File: config.mk
export PLATFORM = sky130hd
export DESIGN_NAME = ctrl_fsm_param_flat
export DESIGN_NICKNAME = d
export VERILOG_FILES = /design/src/rtl/ctrl_fsm_param_if.sv /design/src/rtl/ctrl_fsm_param.sv /design/src/flat_wrapper.sv
export SDC_FILE = /design/constraint.sdc
export NUM_CORES = 1
export LEC_CHECK = 0
export ABC_AREA = 1
export CORE_MARGIN = 1
export CORE_UTILIZATION = 45
export CTS_BUF_LIST = sky130_fd_sc_hd__clkbuf_2
export CTS_CLUSTER_SIZE = 14
export DETAILED_ROUTE_END_ITERATION = 16
export PLACE_DENSITY = 0.74
export SLEW_MARGIN = 20
export SYNTH_ARGS = -nofsm -noshare
export SYNTH_HDL_FRONTEND = slang
export SYNTH_SLANG_ARGS = --single-unit
File: constraint.sdc
create_clock -name clk -period 1.61 [get_ports clk]
set_input_delay 0.322 -clock clk [delete_from_list [all_inputs] [get_ports clk]]
set_output_delay 0.322 -clock clk [all_outputs]
set_load 0.05 [all_outputs]
File: src/rtl/ctrl_fsm_param_if.sv
// ============================================================================
// Module   : ctrl_fsm_param_if
// Brief    : Controller <-> pipeline signal bundle for ctrl_fsm_param.
// Revision : 1.0 - initial release
// ============================================================================
`default_nettype none

interface ctrl_fsm_param_if #(
    parameter int N_EXC  = 4,
    parameter int PERF_W = 16
);
    localparam int CAUSE_W = (N_EXC > 1) ? $clog2(N_EXC) : 1;

    logic               fetch_enable_i;
    logic               ctrl_busy_o;
    logic               is_decoding_o;
    logic               illegal_insn_i;
    logic               eret_insn_i;
    logic               pipe_flush_i;
    logic               jump_i;
    logic               branch_taken_ex_i;
    logic               instr_valid_i;
    logic               id_ready_i;
    logic               ex_valid_i;
    logic               jr_stall_i;
    logic               load_stall_i;
    logic               instr_req_o;
    logic               pc_set_o;
    logic [2:0]         pc_mux_o;
    logic [N_EXC-1:0]   exc_req_i;
    logic [N_EXC-1:0]   exc_ack_o;
    logic [CAUSE_W-1:0] exc_cause_o;
    logic               exc_save_if_o;
    logic               exc_save_id_o;
    logic               exc_restore_id_o;
    logic               halt_if_o;
    logic               halt_id_o;
    logic               dbg_req_i;
    logic               dbg_resume_i;
    logic               dbg_halted_o;
    logic               perf_clr_i;
    logic [PERF_W-1:0]  perf_jump_cnt_o;
    logic [PERF_W-1:0]  perf_jr_cnt_o;
    logic [PERF_W-1:0]  perf_ld_cnt_o;
    logic               err_b2b_branch_o;

    modport master (
        input  fetch_enable_i, illegal_insn_i, eret_insn_i, pipe_flush_i, jump_i,
               branch_taken_ex_i, instr_valid_i, id_ready_i, ex_valid_i,
               jr_stall_i, load_stall_i, exc_req_i, dbg_req_i, dbg_resume_i,
               perf_clr_i,
        output ctrl_busy_o, is_decoding_o, instr_req_o, pc_set_o, pc_mux_o,
               exc_ack_o, exc_cause_o, exc_save_if_o, exc_save_id_o,
               exc_restore_id_o, halt_if_o, halt_id_o, dbg_halted_o,
               perf_jump_cnt_o, perf_jr_cnt_o, perf_ld_cnt_o, err_b2b_branch_o
    );

    modport slave (
        output fetch_enable_i, illegal_insn_i, eret_insn_i, pipe_flush_i, jump_i,
               branch_taken_ex_i, instr_valid_i, id_ready_i, ex_valid_i,
               jr_stall_i, load_stall_i, exc_req_i, dbg_req_i, dbg_resume_i,
               perf_clr_i,
        input  ctrl_busy_o, is_decoding_o, instr_req_o, pc_set_o, pc_mux_o,
               exc_ack_o, exc_cause_o, exc_save_if_o, exc_save_id_o,
               exc_restore_id_o, halt_if_o, halt_id_o, dbg_halted_o,
               perf_jump_cnt_o, perf_jr_cnt_o, perf_ld_cnt_o, err_b2b_branch_o
    );
endinterface

`default_nettype wire

File: src/rtl/ctrl_fsm_param.sv
// ============================================================================
// Module   : ctrl_fsm_param
// Brief    : Parametrised core controller FSM with drain, exceptions, debug, perf.
// Revision : 1.0 - initial release
// ============================================================================
`default_nettype none

module ctrl_fsm_param #(
    parameter int FLUSH_STAGES = 2,
    parameter int N_EXC        = 4,
    parameter int PERF_W       = 16
) (
    input  wire logic         clk,
    input  wire logic         rst,
    ctrl_fsm_param_if.master  bus
);
    localparam int CAUSE_W = (N_EXC > 1) ? $clog2(N_EXC) : 1;
    // Wide enough to hold FLUSH_STAGES itself, so 8 does not alias to 0.
    localparam int CNT_W   = $clog2(FLUSH_STAGES + 1);
    localparam logic [CNT_W-1:0] c_FLUSH_LOAD = CNT_W'(FLUSH_STAGES);

    localparam logic [2:0] c_PC_BOOT   = 3'd0;
    localparam logic [2:0] c_PC_JUMP   = 3'd1;
    localparam logic [2:0] c_PC_BRANCH = 3'd2;
    localparam logic [2:0] c_PC_EXC    = 3'd3;
    localparam logic [2:0] c_PC_ERET   = 3'd4;

    typedef enum logic [2:0] {
        S_RESET       = 3'd0,
        S_BOOT_SET    = 3'd1,
        S_FIRST_FETCH = 3'd2,
        S_DECODE      = 3'd3,
        S_FLUSH       = 3'd4,
        S_SLEEP       = 3'd5,
        S_DBG_HALT    = 3'd6
    } state_t;

    state_t             state_q, state_d;
    logic [CNT_W-1:0]   cnt_q, cnt_d;
    logic               dbg_pend_q, dbg_pend_d;
    logic               jump_done_q, jump_done_d;
    logic               branch_q;
    logic               err_q;

    logic               w_exc_any;
    logic [CAUSE_W-1:0] w_grant_idx;
    logic [N_EXC-1:0]   w_grant_oh;
    logic               w_jump_set;
    logic               w_instr_req, w_busy, w_pc_set, w_decoding;
    logic [2:0]         w_pc_mux;
    logic [N_EXC-1:0]   w_ack;
    logic [CAUSE_W-1:0] w_cause;
    logic               w_save_if, w_save_id, w_restore_id;
    logic               w_halt_if, w_halt_id, w_dbg_halted;
    logic               w_unused_illegal;

    assign w_unused_illegal = bus.illegal_insn_i;

    // Lowest index wins: scan downward so the last hit is the smallest index.
    always_comb begin
        w_grant_idx = '0;
        for (int i = N_EXC - 1; i >= 0; i--) begin
            if (bus.exc_req_i[i]) begin
                w_grant_idx = CAUSE_W'(i);
            end
        end
        w_exc_any  = |bus.exc_req_i;
        w_grant_oh = w_exc_any ? (N_EXC'(1) << w_grant_idx) : '0;
    end

    always_comb begin
        state_d      = state_q;
        cnt_d        = cnt_q;
        dbg_pend_d   = dbg_pend_q;
        w_instr_req  = 1'b1;
        w_busy       = 1'b1;
        w_pc_set     = 1'b0;
        w_pc_mux     = c_PC_BOOT;
        w_ack        = '0;
        w_cause      = '0;
        w_save_if    = 1'b0;
        w_save_id    = 1'b0;
        w_restore_id = 1'b0;
        w_halt_if    = 1'b0;
        w_halt_id    = 1'b0;
        w_decoding   = 1'b0;
        w_dbg_halted = 1'b0;
        w_jump_set   = 1'b0;

        case (state_q)
            S_RESET: begin
                w_instr_req = 1'b0;
                w_busy      = 1'b0;
                if (bus.fetch_enable_i) state_d = S_BOOT_SET;
            end
            S_BOOT_SET: begin
                w_pc_set = 1'b1;
                w_pc_mux = c_PC_BOOT;
                state_d  = S_FIRST_FETCH;
            end
            S_FIRST_FETCH: begin
                if (bus.id_ready_i) state_d = S_DECODE;
                if (w_exc_any) begin
                    w_pc_set  = 1'b1;
                    w_pc_mux  = c_PC_EXC;
                    w_ack     = w_grant_oh;
                    w_cause   = w_grant_idx;
                    w_save_if = 1'b1;
                end
            end
            S_DECODE: begin
                cnt_d = c_FLUSH_LOAD;
                // A taken branch in EX squashes whatever ID holds this cycle.
                if (bus.branch_taken_ex_i) begin
                    w_pc_set = 1'b1;
                    w_pc_mux = c_PC_BRANCH;
                end else if (bus.instr_valid_i) begin
                    w_decoding = 1'b1;
                    if (bus.jump_i) begin
                        w_pc_mux   = c_PC_JUMP;
                        w_jump_set = !bus.jr_stall_i && !jump_done_q;
                        w_pc_set   = w_jump_set;
                    end else if (bus.eret_insn_i) begin
                        w_pc_mux     = c_PC_ERET;
                        w_restore_id = 1'b1;
                        w_jump_set   = !jump_done_q;
                        w_pc_set     = w_jump_set;
                        if (!bus.fetch_enable_i) begin
                            w_halt_if = 1'b1;
                            w_halt_id = 1'b1;
                            state_d   = S_FLUSH;
                        end
                    end else if (bus.dbg_req_i) begin
                        w_halt_if  = 1'b1;
                        w_halt_id  = 1'b1;
                        dbg_pend_d = 1'b1;
                        state_d    = S_FLUSH;
                    end else if (w_exc_any) begin
                        w_pc_set  = 1'b1;
                        w_pc_mux  = c_PC_EXC;
                        w_ack     = w_grant_oh;
                        w_cause   = w_grant_idx;
                        w_halt_id = 1'b1;
                        w_save_id = 1'b1;
                    end else if (bus.pipe_flush_i) begin
                        w_halt_if = 1'b1;
                        w_halt_id = 1'b1;
                        state_d   = S_FLUSH;
                    end
                end
            end
            S_FLUSH: begin
                w_halt_if = 1'b1;
                w_halt_id = 1'b1;
                if (cnt_q == '0) begin
                    if (dbg_pend_q) begin
                        dbg_pend_d = 1'b0;
                        state_d    = S_DBG_HALT;
                    end else if (bus.fetch_enable_i) begin
                        w_halt_if = 1'b0;
                        state_d   = S_DECODE;
                    end else begin
                        state_d = S_SLEEP;
                    end
                end else if (bus.ex_valid_i) begin
                    cnt_d = cnt_q - CNT_W'(1);
                end
            end
            S_SLEEP: begin
                w_instr_req = 1'b0;
                w_busy      = 1'b0;
                w_halt_if   = 1'b1;
                w_halt_id   = 1'b1;
                if (bus.fetch_enable_i || w_exc_any) state_d = S_FIRST_FETCH;
            end
            S_DBG_HALT: begin
                w_instr_req  = 1'b0;
                w_busy       = 1'b0;
                w_halt_if    = 1'b1;
                w_halt_id    = 1'b1;
                w_dbg_halted = 1'b1;
                if (bus.dbg_resume_i) state_d = S_FIRST_FETCH;
            end
            default: state_d = S_RESET;
        endcase

        jump_done_d = (w_jump_set || jump_done_q) && !bus.id_ready_i;
    end

    always_ff @(posedge clk) begin
        if (rst) begin
            state_q     <= S_RESET;
            cnt_q       <= '0;
            dbg_pend_q  <= 1'b0;
            jump_done_q <= 1'b0;
            branch_q    <= 1'b0;
            err_q       <= 1'b0;
        end else begin
            state_q     <= state_d;
            cnt_q       <= cnt_d;
            dbg_pend_q  <= dbg_pend_d;
            jump_done_q <= jump_done_d;
            branch_q    <= bus.branch_taken_ex_i;
            err_q       <= err_q || (bus.branch_taken_ex_i && branch_q);
        end
    end

    logic [2:0] w_perf_evt;
    assign w_perf_evt = {bus.load_stall_i, bus.jr_stall_i,
                         bus.jump_i && bus.instr_valid_i};

    for (genvar g = 0; g < 3; g++) begin : g_perf
        logic [PERF_W-1:0] perf_q;
        always_ff @(posedge clk) begin
            if (rst || bus.perf_clr_i) begin
                perf_q <= '0;
            end else if (w_perf_evt[g] && (perf_q != '1)) begin
                perf_q <= perf_q + PERF_W'(1);
            end
        end
    end

    assign bus.ctrl_busy_o      = w_busy;
    assign bus.is_decoding_o    = w_decoding;
    assign bus.instr_req_o      = w_instr_req;
    assign bus.pc_set_o         = w_pc_set;
    assign bus.pc_mux_o         = w_pc_mux;
    assign bus.exc_ack_o        = w_ack;
    assign bus.exc_cause_o      = w_cause;
    assign bus.exc_save_if_o    = w_save_if;
    assign bus.exc_save_id_o    = w_save_id;
    assign bus.exc_restore_id_o = w_restore_id;
    assign bus.halt_if_o        = w_halt_if;
    assign bus.halt_id_o        = w_halt_id;
    assign bus.dbg_halted_o     = w_dbg_halted;
    assign bus.perf_jump_cnt_o  = g_perf[0].perf_q;
    assign bus.perf_jr_cnt_o    = g_perf[1].perf_q;
    assign bus.perf_ld_cnt_o    = g_perf[2].perf_q;
    assign bus.err_b2b_branch_o = err_q;

endmodule

`default_nettype wire
File: src/flat_wrapper.sv
// flat-port wrapper written by rule: the top's interface ports become plain ports
module ctrl_fsm_param_flat 
#(
    parameter int FLUSH_STAGES = 2,
    parameter int N_EXC        = 4,
    parameter int PERF_W       = 16
)
  (clk, rst, bus_fetch_enable_i, bus_illegal_insn_i, bus_eret_insn_i, bus_pipe_flush_i, bus_jump_i, bus_branch_taken_ex_i, bus_instr_valid_i, bus_id_ready_i, bus_ex_valid_i, bus_jr_stall_i, bus_load_stall_i, bus_exc_req_i, bus_dbg_req_i, bus_dbg_resume_i, bus_perf_clr_i, bus_ctrl_busy_o, bus_is_decoding_o, bus_instr_req_o, bus_pc_set_o, bus_pc_mux_o, bus_exc_ack_o, bus_exc_cause_o, bus_exc_save_if_o, bus_exc_save_id_o, bus_exc_restore_id_o, bus_halt_if_o, bus_halt_id_o, bus_dbg_halted_o, bus_perf_jump_cnt_o, bus_perf_jr_cnt_o, bus_perf_ld_cnt_o, bus_err_b2b_branch_o);
  ctrl_fsm_param_if #(.N_EXC(N_EXC), .PERF_W(PERF_W)) bus_i ();
  input  wire logic clk;
  input  wire logic rst;
  input wire logic [$bits(bus_i.fetch_enable_i)-1:0] bus_fetch_enable_i;
  input wire logic [$bits(bus_i.illegal_insn_i)-1:0] bus_illegal_insn_i;
  input wire logic [$bits(bus_i.eret_insn_i)-1:0] bus_eret_insn_i;
  input wire logic [$bits(bus_i.pipe_flush_i)-1:0] bus_pipe_flush_i;
  input wire logic [$bits(bus_i.jump_i)-1:0] bus_jump_i;
  input wire logic [$bits(bus_i.branch_taken_ex_i)-1:0] bus_branch_taken_ex_i;
  input wire logic [$bits(bus_i.instr_valid_i)-1:0] bus_instr_valid_i;
  input wire logic [$bits(bus_i.id_ready_i)-1:0] bus_id_ready_i;
  input wire logic [$bits(bus_i.ex_valid_i)-1:0] bus_ex_valid_i;
  input wire logic [$bits(bus_i.jr_stall_i)-1:0] bus_jr_stall_i;
  input wire logic [$bits(bus_i.load_stall_i)-1:0] bus_load_stall_i;
  input wire logic [$bits(bus_i.exc_req_i)-1:0] bus_exc_req_i;
  input wire logic [$bits(bus_i.dbg_req_i)-1:0] bus_dbg_req_i;
  input wire logic [$bits(bus_i.dbg_resume_i)-1:0] bus_dbg_resume_i;
  input wire logic [$bits(bus_i.perf_clr_i)-1:0] bus_perf_clr_i;
  output wire logic [$bits(bus_i.ctrl_busy_o)-1:0] bus_ctrl_busy_o;
  output wire logic [$bits(bus_i.is_decoding_o)-1:0] bus_is_decoding_o;
  output wire logic [$bits(bus_i.instr_req_o)-1:0] bus_instr_req_o;
  output wire logic [$bits(bus_i.pc_set_o)-1:0] bus_pc_set_o;
  output wire logic [$bits(bus_i.pc_mux_o)-1:0] bus_pc_mux_o;
  output wire logic [$bits(bus_i.exc_ack_o)-1:0] bus_exc_ack_o;
  output wire logic [$bits(bus_i.exc_cause_o)-1:0] bus_exc_cause_o;
  output wire logic [$bits(bus_i.exc_save_if_o)-1:0] bus_exc_save_if_o;
  output wire logic [$bits(bus_i.exc_save_id_o)-1:0] bus_exc_save_id_o;
  output wire logic [$bits(bus_i.exc_restore_id_o)-1:0] bus_exc_restore_id_o;
  output wire logic [$bits(bus_i.halt_if_o)-1:0] bus_halt_if_o;
  output wire logic [$bits(bus_i.halt_id_o)-1:0] bus_halt_id_o;
  output wire logic [$bits(bus_i.dbg_halted_o)-1:0] bus_dbg_halted_o;
  output wire logic [$bits(bus_i.perf_jump_cnt_o)-1:0] bus_perf_jump_cnt_o;
  output wire logic [$bits(bus_i.perf_jr_cnt_o)-1:0] bus_perf_jr_cnt_o;
  output wire logic [$bits(bus_i.perf_ld_cnt_o)-1:0] bus_perf_ld_cnt_o;
  output wire logic [$bits(bus_i.err_b2b_branch_o)-1:0] bus_err_b2b_branch_o;
  assign bus_i.fetch_enable_i = bus_fetch_enable_i;
  assign bus_i.illegal_insn_i = bus_illegal_insn_i;
  assign bus_i.eret_insn_i = bus_eret_insn_i;
  assign bus_i.pipe_flush_i = bus_pipe_flush_i;
  assign bus_i.jump_i = bus_jump_i;
  assign bus_i.branch_taken_ex_i = bus_branch_taken_ex_i;
  assign bus_i.instr_valid_i = bus_instr_valid_i;
  assign bus_i.id_ready_i = bus_id_ready_i;
  assign bus_i.ex_valid_i = bus_ex_valid_i;
  assign bus_i.jr_stall_i = bus_jr_stall_i;
  assign bus_i.load_stall_i = bus_load_stall_i;
  assign bus_i.exc_req_i = bus_exc_req_i;
  assign bus_i.dbg_req_i = bus_dbg_req_i;
  assign bus_i.dbg_resume_i = bus_dbg_resume_i;
  assign bus_i.perf_clr_i = bus_perf_clr_i;
  assign bus_ctrl_busy_o = bus_i.ctrl_busy_o;
  assign bus_is_decoding_o = bus_i.is_decoding_o;
  assign bus_instr_req_o = bus_i.instr_req_o;
  assign bus_pc_set_o = bus_i.pc_set_o;
  assign bus_pc_mux_o = bus_i.pc_mux_o;
  assign bus_exc_ack_o = bus_i.exc_ack_o;
  assign bus_exc_cause_o = bus_i.exc_cause_o;
  assign bus_exc_save_if_o = bus_i.exc_save_if_o;
  assign bus_exc_save_id_o = bus_i.exc_save_id_o;
  assign bus_exc_restore_id_o = bus_i.exc_restore_id_o;
  assign bus_halt_if_o = bus_i.halt_if_o;
  assign bus_halt_id_o = bus_i.halt_id_o;
  assign bus_dbg_halted_o = bus_i.dbg_halted_o;
  assign bus_perf_jump_cnt_o = bus_i.perf_jump_cnt_o;
  assign bus_perf_jr_cnt_o = bus_i.perf_jr_cnt_o;
  assign bus_perf_ld_cnt_o = bus_i.perf_ld_cnt_o;
  assign bus_err_b2b_branch_o = bus_i.err_b2b_branch_o;
  ctrl_fsm_param #(.FLUSH_STAGES(FLUSH_STAGES), .N_EXC(N_EXC), .PERF_W(PERF_W)) u_core (.clk(clk), .rst(rst), .bus(bus_i));
endmodule
# Word level (Yosys, flattened, before mapping)
# Cells that the tools add are included.
dict set report op_classes {
  n_shift 1
  n_reduce_logical 24
  add_sub_neg 4
  n_mux 97
  eq_ne 24
}
# operator count
set ops {}
lappend ops {{$mux W3} 19}
lappend ops {{$mux W1} 49}
lappend ops {{$add A16 B1 Y16 const B} 3}
lappend ops {{$ne A16 B16 Y1 const B} 3}
lappend ops {{$mux W2} 14}
lappend ops {{$mux W4} 6}
lappend ops {{$pmux W3 S7} 1}
lappend ops {{$ne A2 B2 Y1 const B} 10}
lappend ops {{$reduce_and A11 Y1} 1}
lappend ops {{$eq A3 B3 Y1 const B} 3}
lappend ops {{$ne A4 B4 Y1 const B} 2}
lappend ops {{$pmux W2 S2} 2}
lappend ops {{$pmux W4 S2} 1}
lappend ops {{$logic_and A1 B1 Y1} 7}
lappend ops {{$reduce_and A7 Y1} 1}
lappend ops {{$eq A3 B2 Y1 const B} 2}
lappend ops {{$pmux W1 S3} 2}
lappend ops {{$pmux W3 S2} 1}
lappend ops {{$reduce_or A3 Y1} 2}
lappend ops {{$logic_or A1 B1 Y1} 4}
lappend ops {{$ne A2 B1 Y1 const B} 2}
lappend ops {{$pmux W1 S2} 2}
lappend ops {{$reduce_or A4 Y1} 1}
lappend ops {{$shl A1 B2 Y4 const A} 1}
lappend ops {{9 further kinds} 11}
dict set report totals {
  output_inout_bits 68
  in_bits 20
  word_cells 159
  reg_bits 57
}

# Depth between registers and ports, before layout
# Gate-level depths: netlist of the first run.
dict set report logic_depth {
  word_depth 12
  ltp_mapped 10
  mapped_depth_nobuf 10
}

# Least setup slack after synthesis of the first run
# OpenSTA, ideal clock, no wires.
dict set report synth_path {
  path_type {reg-to-output}
  start {register u_core.state_q[1]}
  end {output port bus_exc_ack_o[2]}
  stages_incl_launch_ff 10
  t_arrival_ns 2.449
  required_time_ns 1.288
  setup_slack_ns -1.161
  n_path_buf 1
  cell_sequence {dfxtp_1 -> buf_4 -> nand2_4 -> nor2_4 -> inv_2 -> nor2_1 -> nand2_1 -> nand2_1 -> inv_2 -> nor4_1}
}
dict set report synth_between {
  elab_chain_len 2
  word_cells_on_any_way 3
  classes_between {eq/ne: 2; mux: 1}
}
# element line_no
set synth_rtl {}
lappend synth_rtl {{from (decl)} ctrl_fsm_param.sv:38} ;# state_t state_q, state_d;
lappend synth_rtl {{from (signal assigned)} ctrl_fsm_param.sv:199} ;# state_q <= state_d;
lappend synth_rtl {{$eq A3 B2 Y1} ctrl_fsm_param.sv:90} ;# case (state_q)
lappend synth_rtl {{$pmux W4 S2 *} ctrl_fsm_param.sv:90}
lappend synth_rtl {{to (decl)} flat_wrapper.sv:32} ;# output wire logic [$bits(bus_i.exc_ack_o)-1:0] bus_exc_ack_o;
# Every way passes the cells marked *; elsewhere a longest branch is shown, timed or not.

# Worst setup path after layout of the first run
dict set report layout_path {
  start {register u_core.state_q[0]}
  end {output port bus_exc_ack_o[1]}
}
# The elaborated chain is that of the path after synthesis.

==> out/qor.yml, run 1 <==
global_routing:
  grt_pass1_vias: 3919
  grt_max_degree: 28
  use_met3_pct: 4.52
  grt.overflow.total: 0
  grt_use_met2_pct: 46.4
  busiest_layer: "met2"
  antenna_found_initial: 0
  grt_usage_pct: 25.4
  grt_use_met1_pct: 29.8
  grt_pass1_wl_um: 17400
final_layout:
  fill_cells: 542
  final_cell_mix: "nand2_1, buf_4, nor2_1, inv_1, buf_12"
  final_nets: 766
  final_core_util_pct: 79.0
  drive_gt1_share_pct: 39.0
  multi_input_area_sq_um: 2480
  diodes: 0
  syn2layout_area_growth_pct: 69.3
  layout_commonest_cell: "nand2_1"
  regArea_sq_um: 1200
synthesis:
  ys.flop_type: "dfxtp_1"
  syn_area_per_cell_sq_um: 6.31
  ys_warn_count: 0
  synth_top_family_by_area: "simple AND/OR/NAND/NOR gates"
  synth_xor_xnor_area_share_pct: 5.10
  synth_edf_count: 0
  synth_mux_area_share_pct: 0
  synth-seq-cells: 57
  syn-instance-count: 572
  synth_fa_ha_area_share_pct: 1.39
  synthDistinctLibCells: 35
  async_flop_share_pct: 0
  syn_nets: 596
  synth-compound-area-share_pct: 11.4
  synth_area_sq_um: 3610
  ys_seq_area_share_pct: 31.6
  synth-simple-area-share_pct: 41.3
setup_path:
  crit_fanout: 5
  critPathMaxStageDelay_ns: 0.40
  crit_slowest_cell: "dfxtp_4"
  critPathLaunch: "u_core.state_q[0]"
  endpoint_kind: "primary output"
  regToRegSetupSlack_ns: -0.05
  critPathKind: "register to primary output"
  path_cells: "nand2_4 -> nor2_4 -> inv_2 -> nor2_4 -> nand2_2 -> nand2_4 -> inv_8 -> nor2_4 -> o21a_4 -> buf_12"
  cp-start-kind: "register"
  r2r-start: "u_core.state_q[1]"
  crit_cells: 10
  endpoint: "bus_exc_ack_o[1]"
  worst_path_most_repeated_cell: "nor2_4"
  crit_family: "simple AND/OR/NAND/NOR gates"
  crit_arrival_ns: 1.76
  cp.required_ns: 1.29
  reg2reg_depth: 11
  cp.buffers_inverters: 3
  reg2reg_to: "u_core.state_q[0]"
clocking:
  clk_latency_ns: 0.46
  cts_tree: "built"
  holdBufCountCts: 0
  clkSinkCount: 57
  clk_pin_slew_worst_paths_ns: 0.17
  clockRootBuffer: "clkbuf_2"
  cts_inserted_buffers: 9
  cts_buffer_depth: 2
  cts.htree.levels: 3
drt:
  drcViolationCount: 0
  ant_nets: 0
  routedWlPerCell_um: 12.8
  via_per_inst: 5.03
  vias: 4262
  drtIter0Drc: 152
  totalWireLength_um: 10900
  first_pass_iters: 5
placement:
  port_buffers: 86
  place_ws_ns: -0.467
  hpwl_um: 7990
  gp_congestion: 0.905
hold_path:
  hold_class: "register to register"
  min_delay_path_depth: 1
job:
  maxCapViolCount: 0
pwr:
  p_total_w: 0.00516
  irDropWorstVdd_mv: 0.477
  power_density_nw_per_um2: 845
  p_leak_nw: 2.55
floorplan:
  core.rowCount: 32
  die_height_um: 91.5
  ioPinCount: 88
  start_util_pct: 46.7
  fp.dieArea_sq_um: 8380
  dieWidth_um: 91.5
  core-area_sq_um: 7730
status:
  violations: "negative setup slack"
  status: "finished, violations left"
timing:
  setup_viol: 22
  fin_setup_tns_ns: -8.30
  fin_skew_ns: 0.0326
  slew_violations: 0
  fmax_ghz: 0.480
  fin_ws_ns: -0.472
  tightestPinTransition_ns: 0.302
  finalHoldViolations: 0
  rsz0062_at_grt: "true"
  post-route-period-util_pct: 129
  slew_headroom_pct: 79.8
  fin_crit_ns: 2.08
## cell usage after synthesis (2+ instances only)
cell | count | area (sq um)
nand2_4 | 2 | 22.5
inv_2 | 2 | 7.51
nand4_1 | 8 | 50.1
inv_1 | 59 | 221
a21oi_1 | 35 | 175
buf_2 | 4 | 20.0
nor4_1 | 2 | 12.5
o21a_1 | 2 | 15.0
nor2_4 | 4 | 45.0
o21ai_2 | 2 | 17.5
nand2_1 | 171 | 642
ha_1 | 4 | 50.1
nor2_2 | 6 | 37.5
clkbuf_1 | 3 | 11.3
nor2_1 | 90 | 338
nand3b_1 | 4 | 30.0
nand3_1 | 43 | 215
nand2_2 | 2 | 12.5
and2_1 | 2 | 12.5
buf_6 | 2 | 22.5
o21bai_1 | 3 | 22.5
dfxtp_1 | 57 | 1140
o21ai_0 | 10 | 50.1
buf_4 | 6 | 45.0
a21oi_2 | 10 | 87.6
nor3_1 | 11 | 55.1
xnor2_1 | 7 | 61.3
xor2_1 | 14 | 123
## what timing repair did
item | CTS | global route
pin swaps | 15 | 14
hold endpoints to repair | 0 | 0
setup endpoints to repair | 28 | 55
setup buffers | 10 | 14
resized for setup | 56 | 24
## power breakdown
group          switching, W  internal [W]  total (W)  leakage (nW)
Sequential        0.0000609       0.00148    0.00154         0.480
Combinational       0.00143       0.00114    0.00257          1.99
Clock              0.000554      0.000502    0.00106        0.0796
## sequential cells by signal (all words and copies together) (netlist names)
signal,cells
u_core.state_q,3
u_core.jump_done_q,1
u_core.bus.perf_jr_cnt_o,16
u_core.bus.err_b2b_branch_o,1
u_core.dbg_pend_q,1
u_core.bus.perf_jump_cnt_o,16
u_core.bus.perf_ld_cnt_o,16
u_core.branch_q,1
u_core.cnt_q,2
## worst min-delay path by stage
stage	to	slack [ns]	start
finish	u_core.cnt_q[0]	0.44	u_core.cnt_q[0]
global route	u_core.cnt_q[0]	0.47	u_core.cnt_q[0]
CTS	u_core.cnt_q[0]	0.44	u_core.cnt_q[0]
detailed placement	u_core.cnt_q[0]	0.42	u_core.cnt_q[0]
global placement	u_core.cnt_q[0]	0.41	u_core.cnt_q[0]
floorplan	u_core.branch_q	0.39	rst
## kinds of logic after synthesis
family | Yosys count
DFF | 57
buffers and inverters | 77
xor gates and xnor gates | 21
AOI/OAI and AO/OA | 66
and+or+nand+nor | 347
adders and majority gates | 4
## per-layer routing
metal / part of all wire, % / routed length, um / vias to the layer above
met5: 0 / 0 / -
met4: 0.82 / 89 / 0
met3: 4.2 / 460 / 9
met2: 52 / 5640 / 123
met1: 43 / 4700 / 1973
li1: - / - / 2157
## layout make-up
cell class                 count  area share [%]
clock buffer                   9           0.737
sequential                    57            19.7
tap                          102            2.09
clock inverter                 6            1.35
inverter                      62            4.08
multi-input combinational    438            40.6
timing repair buffer         174            31.4
## stage by stage
| stage | hold WS [ns] | cell area [sq um] | instances |
|---|---|---|---|
| 2_1_floorplan | 0.394 | 3830 | 572 |
| 3_3_place_gp | 0.409 | 5580 | 812 |
| 3_5_place_dp | 0.418 | 5580 | 812 |
| 4_1_cts | 0.438 | 5930 | 836 |
| 5_1_grt | 0.467 | 6110 | 848 |
| 6_report | 0.436 | 6110 | 848 |
(Power assumes the default switching activity.)
==> run 2, diff against run 1 <==
Settings changed: CTS_BUF_LIST sky130_fd_sc_hd__clkbuf_2 to default.
==> run 2 against run 1 <==
The flow still finishes with violations (negative setup slack). Critical path type unchanged. Worst setup slack better by 0.14 ns. Design area increased by 1.4%. First-iteration DRC count increased by 26%. Fmax is 7.3% higher. Clock skew down 0.020 ns. Cell count is 0.35% lower. Critical endpoint is now bus_exc_ack_o[3]. Die area unchanged. Register-to-register slack improved by 0.11 ns.
==> out/qor.yml, run 2 (synthesis results as in run 1) <==
timing:
  fmax_ghz: 0.515  # +7.3%
  post-route-period-util_pct: 121  # -8.8 points
  fin_crit_ns: 1.94  # -0.141 ns
  setup_viol: 19  # -14%
  slew_headroom_pct: 78.3  # -1.5 points
  tightestPinTransition_ns: 0.323  # +0.0210 ns
  holdWs_ns: 0.424  # -0.0122 ns
  finalHoldViolations: 0  # unchanged
  slew_violations: 0  # unchanged
  rsz0062_at_grt: "true"
  fin_ws_ns: -0.331  # +0.141 ns
  fin_skew_ns: 0.0121  # -0.0205 ns
  fin_setup_tns_ns: -4.83  # +3.47 ns
drt:
  first_pass_iters: 4  # -1
  drtIter0Drc: 191  # +26%
  vias: 4344  # +1.9%
  ant_nets: 0  # unchanged
  routedWlPerCell_um: 13.5  # +4.8%
  via_per_inst: 5.14  # +2.3%
  totalWireLength_um: 11400  # +4.5%
  drcViolationCount: 0  # unchanged
global_routing:
  antenna_found_initial: 0  # unchanged
  grt_usage_pct: 26.7  # +1.3 points
  grt.overflow.total: 0  # unchanged
  grt_max_degree: 28  # unchanged
  grt_pass1_vias: 4018  # +2.5%
  grt_pass1_wl_um: 18100  # +4.2%
clocking:
  clkSinkCount: 57  # unchanged
  cts_inserted_buffers: 9  # unchanged
  cts_tree: "built"
  cts.htree.levels: 3  # unchanged
  clockRootBuffer: "clkbuf_8"
  cts_buffer_depth: 2  # unchanged
  clk_latency_ns: 0.33  # -0.13 ns
  clk_pin_slew_worst_paths_ns: 0.07  # -0.10 ns
floorplan:
  ioPinCount: 88  # unchanged
  start_util_pct: 46.7  # unchanged
  fp.dieArea_sq_um: 8380  # unchanged
  die_height_um: 91.5  # unchanged
  dieWidth_um: 91.5  # unchanged
  core.rowCount: 32  # unchanged
  core-area_sq_um: 7730  # unchanged
pwr:
  p_leak_nw: 2.58  # +1.3%
  p_total_w: 0.00557  # +7.9%
  power_density_nw_per_um2: 899  # +6.4%
  irDropWorstVdd_mv: 0.607  # +27%
setup_path:
  cp-start-kind: "register"
  endpoint_kind: "primary output"
  critPathKind: "register to primary output"
  cp.required_ns: 1.29  # about the same
  crit_fanout: 5  # unchanged
  crit_arrival_ns: 1.62  # -0.14 ns
final_layout:
  syn2layout_area_growth_pct: 71.7
  diodes: 0  # unchanged
  final_nets: 763  # -0.39%
  layout_commonest_cell: "nand2_1"
  final_cell_mix: "nand2_1, buf_4, nor2_1, inv_1, buf_12"
  drive_gt1_share_pct: 39.7  # +0.70 points
  fill_cells: 506  # -6.6%
placement:
  port_buffers: 86  # unchanged
  gp_congestion: 0.905  # unchanged
  hpwl_um: 7990  # unchanged
  place_ws_ns: -0.467  # unchanged
hold_path:
  hold_class: "register to register"
status:
  status: "finished, violations left"
  violations: "negative setup slack"
job:
  maxCapViolCount: 0  # unchanged
-- run 2: cell count changes in the layout (fill, tap and decap cells not counted), moves of 3 or more --
cell / before / now
buf_6: 7 / 11
clkbuf_2: 9 / 0
clkbuf_8: 0 / 10
buf_4: 104 / 98
dlygate4sd2_1: 8 / 4
clkdlybuf4s15_1: 0 / 3
dfxtp_1: 24 / 21
-- run 2: final timing paths --
check                     from                 to  slack [ns]  cells past startpoint
max          u_core.state_q[0]   bus_exc_ack_o[3]       -0.33                      9
min reg2reg    u_core.cnt_q[0]    u_core.cnt_q[0]        0.42                      1
max reg2reg  u_core.state_q[0]  u_core.state_q[1]        0.06                     10
min            u_core.cnt_q[0]    u_core.cnt_q[0]        0.42                      1
-- run 2: repair_timing --
item | 4_1_cts | 5_1_grt
pin swaps | 15 | 16
gates resized for setup | 69 | 35
setup buffers | 13 | 9
hold buffers | 0 | 0
endpoints found under the setup margin | 23 | 55
-- run 2: stage by stage --
step	cell area (sq um)	instances	util, %
floorplan	3830	572	-
global placement	5580	812	72.3
detailed placement	5580	812	72.3
CTS	6050	840	78.2
global route	6190	845	80.1
finish	6190	845	80.1
-- run 2: metal layers --
metal | GRT usage (%) | vias up | share of wire, % | wire length [um]
met5 | 0 | - | 0 | 0
met4 | 12.2 | 0 | 2.2 | 250
met3 | 4.10 | 25 | 5.2 | 596
met2 | 48.2 | 158 | 52 | 5870
met1 | 30.6 | 2010 | 41 | 4660
li1 | - | 2151 | - | -
-- run 2: layout make-up --
class                      instances  area, sq um  area share [%]
clock buffer                      10          138            2.22
clock inverter                     5         78.8            1.27
inverter                          62          249            4.02
multi-input combinational        438         2480            40.1
sequential                        57         1210            19.6
tap                              102          128            2.06
timing repair buffer             171         1900            30.7
-- run 2: report_power, final --
| part | leakage, nW | internal [W] | switching, W |
|---|---|---|---|
| logic | 1.98 | 0.00109 | 0.00144 |
| registers | 0.481 | 0.00147 | 0.0000636 |
| clock network | 0.113 | 0.000905 | 0.000591 |
-- run 2: critical path, cell delays in order, from the launching register on --
cell	delay (ns)
dfxtp_4	0.37
nand2_4	0.06
nor2_4	0.09
inv_2	0.07
nor2_4	0.11
nand2_2	0.07
nand2_4	0.08
inv_6	0.06
nor4_4	0.20
buf_12	0.18
